==> src/rtl/aes_pkg.sv <==
// aes_pkg: shared AES block sizing constants and block packer state type
package aes_pkg;
   localparam int AES_BLOCK_BYTES = 16;
   localparam int AES_BLOCK_W = 128;
   localparam logic [7:0] PKCS7_FULL_PAD = 8'h10;
   typedef enum logic [1:0] {FILL, FULL, PAD} packer_state_t;
endpackage

==> src/rtl/aes_block_packer.sv <==
// aes_block_packer: packs a byte stream into 128-bit AES blocks with optional PKCS#7 padding
module aes_block_packer
   import aes_pkg::*;
#(
   parameter bit PAD_EN = 1'b1
) (
   input  logic                   clk,
   input  logic                   rst_n,
   input  logic [7:0]             in_byte,
   input  logic                   in_valid,
   input  logic                   in_last,
   output logic                   in_ready,
   output logic [AES_BLOCK_W-1:0] blk_data,
   output logic                   blk_valid,
   output logic                   blk_last,
   input  logic                   blk_ready
);
   packer_state_t          r_state;
   logic [3:0]             r_cnt;
   logic [AES_BLOCK_W-1:0] r_acc;
   logic [AES_BLOCK_W-1:0] r_data;
   logic                   r_valid;
   logic                   r_last;
   logic                   r_pad_pend;
   logic [AES_BLOCK_W-1:0] w_blk;
   logic                   w_wrap;
   logic                   w_done;
   logic [6:0]             w_lo;
   logic [7:0]             w_pad;

   assign in_ready  = (r_state == FILL);
   assign blk_data  = r_data;
   assign blk_valid = r_valid;
   assign blk_last  = r_last;
   assign w_wrap    = (r_cnt == 4'd15);
   assign w_done    = w_wrap || in_last;
   // lane cnt occupies bits [127-8*cnt -: 8], i.e. low bit 8*(15-cnt)
   assign w_lo      = {~r_cnt, 3'b000};
   // 15-cnt pad bytes remain after the byte in lane cnt
   assign w_pad     = PAD_EN ? {4'h0, ~r_cnt} : 8'h00;

   // Merge the incoming byte into the accumulator and fill the tail when the message ends early
   always_comb begin
      w_blk = r_acc;
      w_blk[w_lo +: 8] = in_byte;
      for (int i = 0; i < AES_BLOCK_BYTES; i++)
         if (in_last && i > int'(r_cnt)) w_blk[8*(AES_BLOCK_BYTES-1-i) +: 8] = w_pad;
   end

   // Fill / present / extra-pad-block state machine with registered block outputs
   always_ff @(posedge clk) begin
      if (!rst_n) begin
         r_state    <= FILL;
         r_cnt      <= 4'd0;
         r_acc      <= '0;
         r_data     <= '0;
         r_valid    <= 1'b0;
         r_last     <= 1'b0;
         r_pad_pend <= 1'b0;
      end else begin
         case (r_state)
            FILL: if (in_valid) begin
               r_acc <= w_blk;
               r_cnt <= w_done ? 4'd0 : r_cnt + 4'd1;
               if (w_done) begin
                  r_state    <= FULL;
                  r_data     <= w_blk;
                  r_valid    <= 1'b1;
                  r_last     <= in_last && !(PAD_EN && w_wrap);
                  r_pad_pend <= in_last && PAD_EN && w_wrap;
               end
            end
            FULL: if (blk_ready) begin
               r_state <= r_pad_pend ? PAD : FILL;
               r_valid <= r_pad_pend;
               if (r_pad_pend) begin
                  r_data     <= {AES_BLOCK_BYTES{PKCS7_FULL_PAD}};
                  r_last     <= 1'b1;
                  r_pad_pend <= 1'b0;
               end
            end
            PAD: if (blk_ready) begin
               r_state <= FILL;
               r_valid <= 1'b0;
            end
            default: r_state <= FILL;
         endcase
      end
   end
endmodule

==> config.mk <==
export PLATFORM = sky130hd
export DESIGN_NAME = aes_block_packer
export DESIGN_NICKNAME = d
export VERILOG_FILES = /design/src/rtl/aes_pkg.sv /design/src/rtl/aes_block_packer.sv
export SDC_FILE = /design/constraint.sdc
export NUM_CORES = 1
export LEC_CHECK = 0
export ABC_AREA = 1
export BUFFER_PORTS_ARGS = -buffer_cell sky130_fd_sc_hd__buf_4
export CAP_MARGIN = 15
export CORE_MARGIN = 5
export CORE_UTILIZATION = 59
export DETAILED_ROUTE_END_ITERATION = 7
export HOLD_SLACK_MARGIN = 0.02
export PLACE_DENSITY = 0.81
export SETUP_SLACK_MARGIN = 0.1
export SLEW_MARGIN = 20
export SYNTH_ARGS = -nofsm -noshare
export SYNTH_HDL_FRONTEND = slang
export SYNTH_SLANG_ARGS = --single-unit
==> constraint.sdc <==
create_clock -name clk -period 2.6 [get_ports clk]
set_input_delay 0.52 -clock clk [delete_from_list [all_inputs] [get_ports clk]]
set_output_delay 0.52 -clock clk [all_outputs]
set_load 0.005 [all_outputs]
Word-level counts from Yosys, hierarchy flattened

Cells that the tools add are included.
Widths: inputs -> output; s select.

Register bits after elaboration: 265
Input port bits: 13

Add/sub/neg operators: 2
$lt $le $gt $ge: 15
Equality and inequality tests: 8
Shift operators: 2
Multiplexer cells: 41
Bitwise logic cells: 1
Reduce and logical (&&, ||, !) cells: 27

Operators with widths:

| kind                    | number |
|---|---|
| $mux 128                | 4 |
| $pmux 128 s2            | 1 |
| $bwmux 128              | 1 |
| $shift 8x9->128 const A | 1 |
| $shiftx 8x9->128        | 1 |
| $mux 8                  | 15 |
| $gt 4x4->1 const A      | 8 |
| $logic_and 1x1->1       | 17 |
| $gt 3x4->1 const A      | 4 |
| $mux 1                  | 10 |
| $mux 2                  | 5 |
| $reduce_and 5->1        | 2 |
| $neg 7->9               | 1 |
| $gt 2x4->1 const A      | 2 |
| $ne 2x2->1 const B      | 4 |
| $reduce_and 4->1        | 2 |
| $pmux 2 s3              | 1 |
| $add 4x1->4 const B     | 1 |
| $eq 4x4->1 const B      | 1 |
| $gt 1x4->1 const A      | 1 |
| $mux 4                  | 1 |
| $not 4->4               | 1 |
| $pmux 1 s2              | 2 |
| $pmux 1 s3              | 1 |
| other kinds (9)         | 9 |

Logic depth before layout (Yosys ltp)

Gate-level depths: netlist (run 1).

Word-level depth: 8
Gate-level depth with buffers: 13

Worst setup path after synthesis (run 1)

OpenSTA, ideal clock, no wires.

Path type: flip-flop to flip-flop
From: reg r_cnt[1]
To: reg r_acc[3]
Library setup time: 0.115 ns
Data arrival time: 2.230 ns
Data required time: 2.485 ns
Slack: 0.254 ns
Stages on the path, launching flop included: 12
Clock period less this slack: 2.346 ns
Cells stage by stage: dfxtp_1 clkbuf_1 clkinv_1 ha_1 clkbuf_1 nor3_1 buf_2 nand2_1 nand3_1 nand2_1 o21ai_0 inv_1

Longest elaborated chain between the ends: 5

RTL lines:

| item                                                       | line                   | source |
|---|---|---|
| start, declared                                            | aes_block_packer.sv:19 | `logic [3:0] r_cnt;` |
| start signal, assigned                                     | aes_block_packer.sv:64 | `r_cnt <= w_done ? 4'd0 : r_cnt + 4'd1;` |
| $not 4->4                                                  | aes_block_packer.sv:38 | `assign w_lo = {~r_cnt, 3'b000};` |
| $neg 7->9                                                  | aes_block_packer.sv:45 | `w_blk[w_lo +: 8] = in_byte;` |
| $shiftx 8x9->128 / $shift 8x9->128 (equally long branches) | aes_block_packer.sv:45 |  |
| $bwmux 128                                                 | aes_block_packer.sv:45 |  |
| $mux 8 *                                                   | aes_block_packer.sv:47 | `if (in_last && i > int'(r_cnt)) w_blk[8*(AES_BLOCK_BYTES-1-i) +: 8] = w_pad;` |
| end signal, assigned                                       | aes_block_packer.sv:63 | `r_acc <= w_blk;` |
| end, declared                                              | aes_block_packer.sv:20 | `logic [AES_BLOCK_W-1:0] r_acc;` |

Mark *: on every way between the ends. The rest lies on a longest branch, timed or not.
A chain may end at the register's enable or synchronous reset.

Worst setup path after layout (run 1)

From: reg r_cnt[1]
To: reg r_data[106], in the netlist blk_data[106]

Longest elaborated chain between the ends: 8

RTL lines:

| item                                                       | line                   | source |
|---|---|---|
| $not 4->4                                                  | aes_block_packer.sv:38 |  |
| $neg 7->9                                                  | aes_block_packer.sv:45 |  |
| $shiftx 8x9->128 / $shift 8x9->128 (equally long branches) | aes_block_packer.sv:45 |  |
| $bwmux 128                                                 | aes_block_packer.sv:45 |  |
| $mux 8                                                     | aes_block_packer.sv:47 |  |
| $mux 128                                                   | aes_block_packer.sv:65 | `if (w_done) begin` |
| $mux 128                                                   | aes_block_packer.sv:62 | `FILL: if (in_valid) begin` |
| $pmux 128 s2                                               | aes_block_packer.sv:61 | `case (r_state)` |
| end signal, assigned                                       | aes_block_packer.sv:67 | `r_data <= w_blk;` |
| end signal, assigned                                       | aes_block_packer.sv:77 | `r_data <= {AES_BLOCK_BYTES{PKCS7_FULL_PAD}};` |
| end, declared                                              | aes_block_packer.sv:21 | `logic [AES_BLOCK_W-1:0] r_data;` |

Parallel ways exist; a longest one is shown, timed or not. The select of a mux whose other input is x is not followed.

==> metrics.txt, run 1 <==
Final Cycle Share=90.5%; via count=12,600; critical path type=flip-flop to flip-flop; RSZ-0062 raised after global routing=no; max cap viols=0; GRT busiest layer=met2; Slowest-stage cell, CP=dfxtp_2; post-synth top area cell=dfxtp_1; sequential share of power=between 40% and 50%; Root Driver=clkbuf_16; layout cells sized above 1=15.9%; top cells by area, synth=dfxtp_1 (43%), nand2_1 (15%), a21oi_1 (9.4%); Gate Count Post-Synth=1,819; ys flop type=dfxtp_1; fmax=0.425 GHz; Wirelength per Cell=roughly 18 µm; Vias/cell=roughly 5.6; Post-synth ARST share=0%; crit path launch=r_cnt[1]; EDFF count, synth=0; io pins=144; worst path cell trace=ha_2 > nand2_2 > nand2_4 > nand3_1 > nor2_2 > nand3_1 > nand3_1 > nand2_1 > a21oi_1; CTS Buffer Depth=3; total grt overflow=0; routing usage on met3=4.11%; Final min period=2.35 ns; worst endpoint data arrival time=2.82 ns; status=finished clean; Die H=around 150 µm; Clock power frac=43.0%; FP Rows=53; GR Util All Layers=32.0%; initial DRC count=1,024; Synth Area per Inst=6.80 µm²; Syn. warnings=0; Power per Cell Area=697 nW/µm²; vias in the first global route=11,800; H-tree depth=1; top cell type's share of synthesized area=between 40% and 50%; clk slew on worst S/H paths=roughly 0.070 ns; R2R Path Start=r_cnt[1]; Crit Path Max Fanout=15; largest net degree at the start of global routing=a little under 90; GPL Wtd Cong=1.00; syn_nets=1,836; hold crit path type=primary input to flip-flop; net switching power=2.77 mW; Switching Fraction=about a quarter; fin nets=1,961; Clock Skew=0.00964 ns; Slew headroom=52.0%; #FFs+latches synth=265; CTS buffer count=28; top-count cell post-synth=nand2_1; Clock Latency Late Sink=0.54 ns; CTS Sinks=265; Distinct cells, synth=35; M2 GR Usage=a little over half; most frequent CP cell=nand3_1; critical path startpoint category=flip-flop; final hold violations=0; Post-DRT Antenna Nets=0; TritonRoute pass-1 iters=5; port bufs=between 100 and 150; sequential share of the synthesized area=42.9%; Syn Std Cell Area=12,400 µm²; die area=approximately 24,000 µm²; antenna violations before repair=0; Max stage delay on crit path=approximately 0.48 ns; Area Overhead vs Synth=20.3%; Pleak=6.87 nW; Max Slew Vio Count=0; crit end category=flip-flop; sum of negative setup slack=0 ns; Die Width=155 µm; first-pass GRT wire length=62,500 µm; worst vdd ir=0.794 mV; routed wire length=39,400 µm; Core Area=20,800 µm²; GR Util met1=43.8%; Hold WS=0.202 ns; Final setup viols=0; CTS tree=done; antenna cell count=0; combinational power share=14.1%; Post-synth top cells=nand2_1 (505), dfxtp_1 (265), a21oi_1 (233); min-delay src=blk_ready; DRC viols=0; Crit path required time=3.07 ns; post-detail-place hpwl=~27,000 µm; initial cell density of the core=59.4%; Internal=7.60 mW; Worst Max-Slew Pin Slew=0.719 ns
[cell families (layout without fill, tap and decap cells)]
| group | after synthesis | in the layout | share of synthesized area, % |
|---|---|---|---|
| adder cells (fa/ha/maj) | 4 | 4 | 0.405 |
| buffers and inverters | 311 | 458 | 10.5 |
| AND/OR/NAND/NOR | 805 | 805 | 27.7 |
| AO/OA/AOI/OAI | 434 | 434 | 18.5 |
| flip-flops | 265 | 265 | 42.9 |
[power by group through the flow]
stage	registers [mW]	clock network (mW)	logic, mW
finish	4.45	4.46	1.46
global route	4.47	4.64	1.63
CTS	4.44	4.48	1.45
detailed placement	4.53	0	1.44
global placement	4.52	0	1.41
floorplan	4.51	0	0.910
[final cells by class]
class                   instances  area [µm²]
multi-input cells            1243        5780
flip-flops and latches        265        5310
well taps                     275         344
clock buffers                  40         847
fillers                      1745        5940
repair buffers                206        1650
inverters                     200         754
clock inverters                12         199
[metrics by stage]
stage	area, µm²	setup slack, ns	util [%]	std cells	power [mW]
4_1_cts	14900	0.163	71.4	2241	10.4
3_3_place_gp	13800	0.154	66.4	2189	5.93
3_5_place_dp	13800	0.113	66.4	2189	5.96
5_1_grt	14900	0.110	71.5	2241	10.7
2_1_floorplan	12400	0.254	-	1819	5.42
6_report	14900	0.247	71.5	2241	10.4
[path summary, 6_finish.rpt]
| path | to | slack [ns] | cells past startpoint |
|---|---|---|---|
| max | blk_data[106] | 0.25 | 9 |
| min | r_state[1] | 0.20 | 2 |
| max reg2reg | blk_data[106] | 0.25 | 9 |
| min reg2reg | blk_last | 0.46 | 2 |
[registers in the layout, summed over array words and instances, names as in the netlist]
register / flops
blk_data: 128
blk_last: 1
blk_valid: 1
r_acc: 128
r_cnt: 4
r_pad_pend: 1
r_state: 2
[critical path, delay by kind of cell, from the launching register on]
family / cells / cell delay (ns)
simple gates: 7 / 1.35
fa+ha+maj: 1 / 0.30
flops: 1 / 0.48
compound gates: 1 / 0.14
[per-layer routing]
layer	routed length, µm	part of all wire (%)	vias to the layer above
met5	0	0	-
met2	18300	47	509
met4	1550	3.9	0
li1	-	-	6137
met3	2860	7.3	90
met1	16700	42	5866
[placed cells by master (no fill, tap or decap), drive strengths merged]
cell type  synthesis  routed
nand4             31      31
bufinv             0       5
clkbuf            60      40
a211oi             1       1
inv              195     196
o21ai            156     156
o2111ai            3       3
clkinv             5       8
nor3               2       2
a22oi              1       1
nand3            125     125
nand2            518     518
ha                 4       4
a21oi            233     233
o211ai            26      26
or2                7       7
a31oi              6       6
clkinvlp           0       3
buf               51     206
a21o               8       8
dfxtp            265     265
nor2             122     122
[repair_timing]
item / 4_1_cts / 5_1_grt
hold buffers: 0 / 0
gates resized for setup: 1 / 3
endpoints found under the setup margin: 6 / 90
buffers inserted: 0 / 0
Power figures use the tool's default switching activity.
==> run 2: changes to the inputs <==
- ABC_AREA: 1 -> default
- CAP_MARGIN: 15 -> 20
- CORE_UTILIZATION: 59 -> 58
- PLACE_DENSITY: 0.81 -> 0.8
==> metrics.txt, run 2 <==
Core Area=20,200 µm² (-2.8%); total power=9.70 mW (-6.4%); sum of negative setup slack=0 ns (unchanged); Clock Latency Late Sink=0.54 ns (about the same); final instance area=14,500 µm² (-2.7%); Area Overhead vs Synth=21.6%; final hold violations=0 (unchanged); TritonRoute pass-1 iters=6 (+1); filler instances=1,552 (-11%); initial cell density of the core=58.8% (-0.57 points); Post-synth ARST share=0% (unchanged); CTS Sinks=265 (unchanged); worst endpoint data arrival time=2.89 ns (+0.07 ns); initial DRC count=1,312 (+28%); Syn. warnings=0 (unchanged); Final setup viols=0 (unchanged); GPL Wtd Cong=0.952 (-5.1%); Crit path required time=3.00 ns (-0.07 ns); max cap viols=0 (unchanged); antenna violations before repair=0 (unchanged); cts hold-fix bufs=0 (unchanged); #FFs+latches synth=265 (unchanged); layout cells sized above 1=21.0% (+5.2 points); critical path type=flip-flop to flip-flop; Power per Cell Area=670 nW/µm² (-3.8%); Slew headroom=45.3% (-6.7 points); worst vdd ir=0.431 mV (-46%); register area=5310 µm² (about the same); first-pass GRT wire length=60,100 µm (-3.9%); DRC viols=0 (unchanged); routed wire length=38,200 µm (-3.0%); Synth Area per Inst=8.53 µm² (+25%); antenna cell count=0 (unchanged); Clock Skew=0.0101 ns (+0.000505 ns); Die H=153 µm (-0.99%); Hold Path Stages=3 (+1); Resized Gates After CTS=1 (unchanged); status=finished clean; top-count cell post-synth=dfxtp_1; Vias/cell=6.43 (+14%); # Post-CTS Setup Buffers=0 (unchanged); multi-input logic area=6090 µm² (+5.3%); Final Cycle Share=95.9% (+5.4 points); clk slew on worst S/H paths=0.07 ns (about the same); Wirelength per Cell=21.1 µm (+20%); Gate Count Post-Synth=1,396 (-23%); CTS tree=done; Worst Max-Slew Pin Slew=0.815 ns (+0.0956 ns); Pleak=5.77 nW (-16%); Syn Std Cell Area=11,900 µm² (-3.8%); Crit Path Max Fanout=13 (-2); Post-synth top cells=dfxtp_1 (265), o21ai_0 (167), nand2_1 (165); CTS Buffer Depth=3 (unchanged); Distinct cells, synth=78 (+120%); vias in the first global route=11,200 (-5.1%); Root Driver=clkbuf_16; Post-DRT Antenna Nets=0 (unchanged); via count=11,700 (-7.5%); GR Util All Layers=30.9% (-1.1 points); syn_nets=1,413 (-23%); Hold WS=0.300 ns (+0.0983 ns); post-synth top area cell=dfxtp_1; fmax=0.401 GHz (-5.7%); CTS buffer count=28 (unchanged); R2R depth=7 (-2); top cell type's share of synthesized area=44.6% (+1.7 points); total grt overflow=0 (unchanged); hold crit path type=primary input to flip-flop; crit end category=flip-flop; Placement Cell Area=13,500 µm² (-2.7%); post-detail-place hpwl=25,500 µm (-5.2%); FP Rows=52 (-1.9%); io pins=144 (unchanged); fin nets=1,540 (-21%); die area=23,500 µm² (-2.0%); port bufs=143 (unchanged); critical path startpoint category=flip-flop; sequential share of the synthesized area=44.6% (+1.7 points); commonest non-fill, non-tap cells in the layout=dfxtp_1 (264), buf_4 (218), o21ai_0 (166), nand2_1 (162), a21oi_1 (121); ys flop type=dfxtp_1; RSZ-0062 raised after global routing=yes; Max Slew Vio Count=0 (unchanged); H-tree depth=1 (unchanged); Final min period=2.49 ns (+0.141 ns); top cells by area, synth=dfxtp_1 (45%), mux2i_1 (7.3%), o21ai_0 (7.0%); most common cell after layout, fill and taps aside=dfxtp_1; EDFF count, synth=0 (unchanged); largest net degree at the start of global routing=118 (+33%); Die Width=153 µm (-0.99%)
## run 2: through the flow
stage,worst slack [ns],cells,util [%]
6_report,0.106,1814,71.5
5_1_grt,0.0311,1814,71.5
4_1_cts,0.117,1814,71.5
3_5_place_dp,0.113,1763,66.5
3_3_place_gp,0.179,1763,66.5
2_1_floorplan,0.0708,1396,-
## run 2: critical path, cell delays in order, from the launching register on
cell	delay (ns)
dfxtp_1	0.66
buf_4	0.28
and3b_1	0.21
a32oi_1	0.34
buf_4	0.24
nor3_1	0.07
a31oi_1	0.41
o21ai_0	0.15
## run 2: kinds of logic after synthesis
kind of cell / Yosys count / synth area share [%]
xor+xnor: 3 / 0.221
buf+inv: 134 / 4.76
fa+ha+maj: 4 / 0.421
simple gates: 422 / 17.3
flops: 265 / 44.6
mux: 102 / 8.80
compound gates: 466 / 23.9
## run 2: final cells by class
class	instances	share of cell area, %
multi-input cells	997	42.1
flip-flops and latches	265	36.7
repair buffers	221	11.7
clock buffers	41	5.88
well taps	270	2.33
clock inverters	10	1.09
inverters	10	0.259
## run 2: final timing paths
| path | start | endpoint | slack (ns) |
|---|---|---|---|
| min | blk_ready | r_state[0] | 0.30 |
| max reg2reg | r_cnt[3] | blk_data[63] | 0.11 |
| min reg2reg | blk_data[30] | blk_data[30] | 0.45 |
| max | r_cnt[3] | blk_data[63] | 0.11 |
## run 2: power by group
group          leakage, nW  switching [mW]  internal, mW
Clock                0.500            1.65          2.66
Sequential            2.16           0.102          4.23
Combinational         3.11           0.673         0.390
Total                 5.77            2.43          7.27
## run 2: layer usage
metal	GRT usage, %	part of all wire (%)
met4	12.6	4.1
met5	0	0
met3	6.76	12
met2	48.1	44
met1	41.9	40
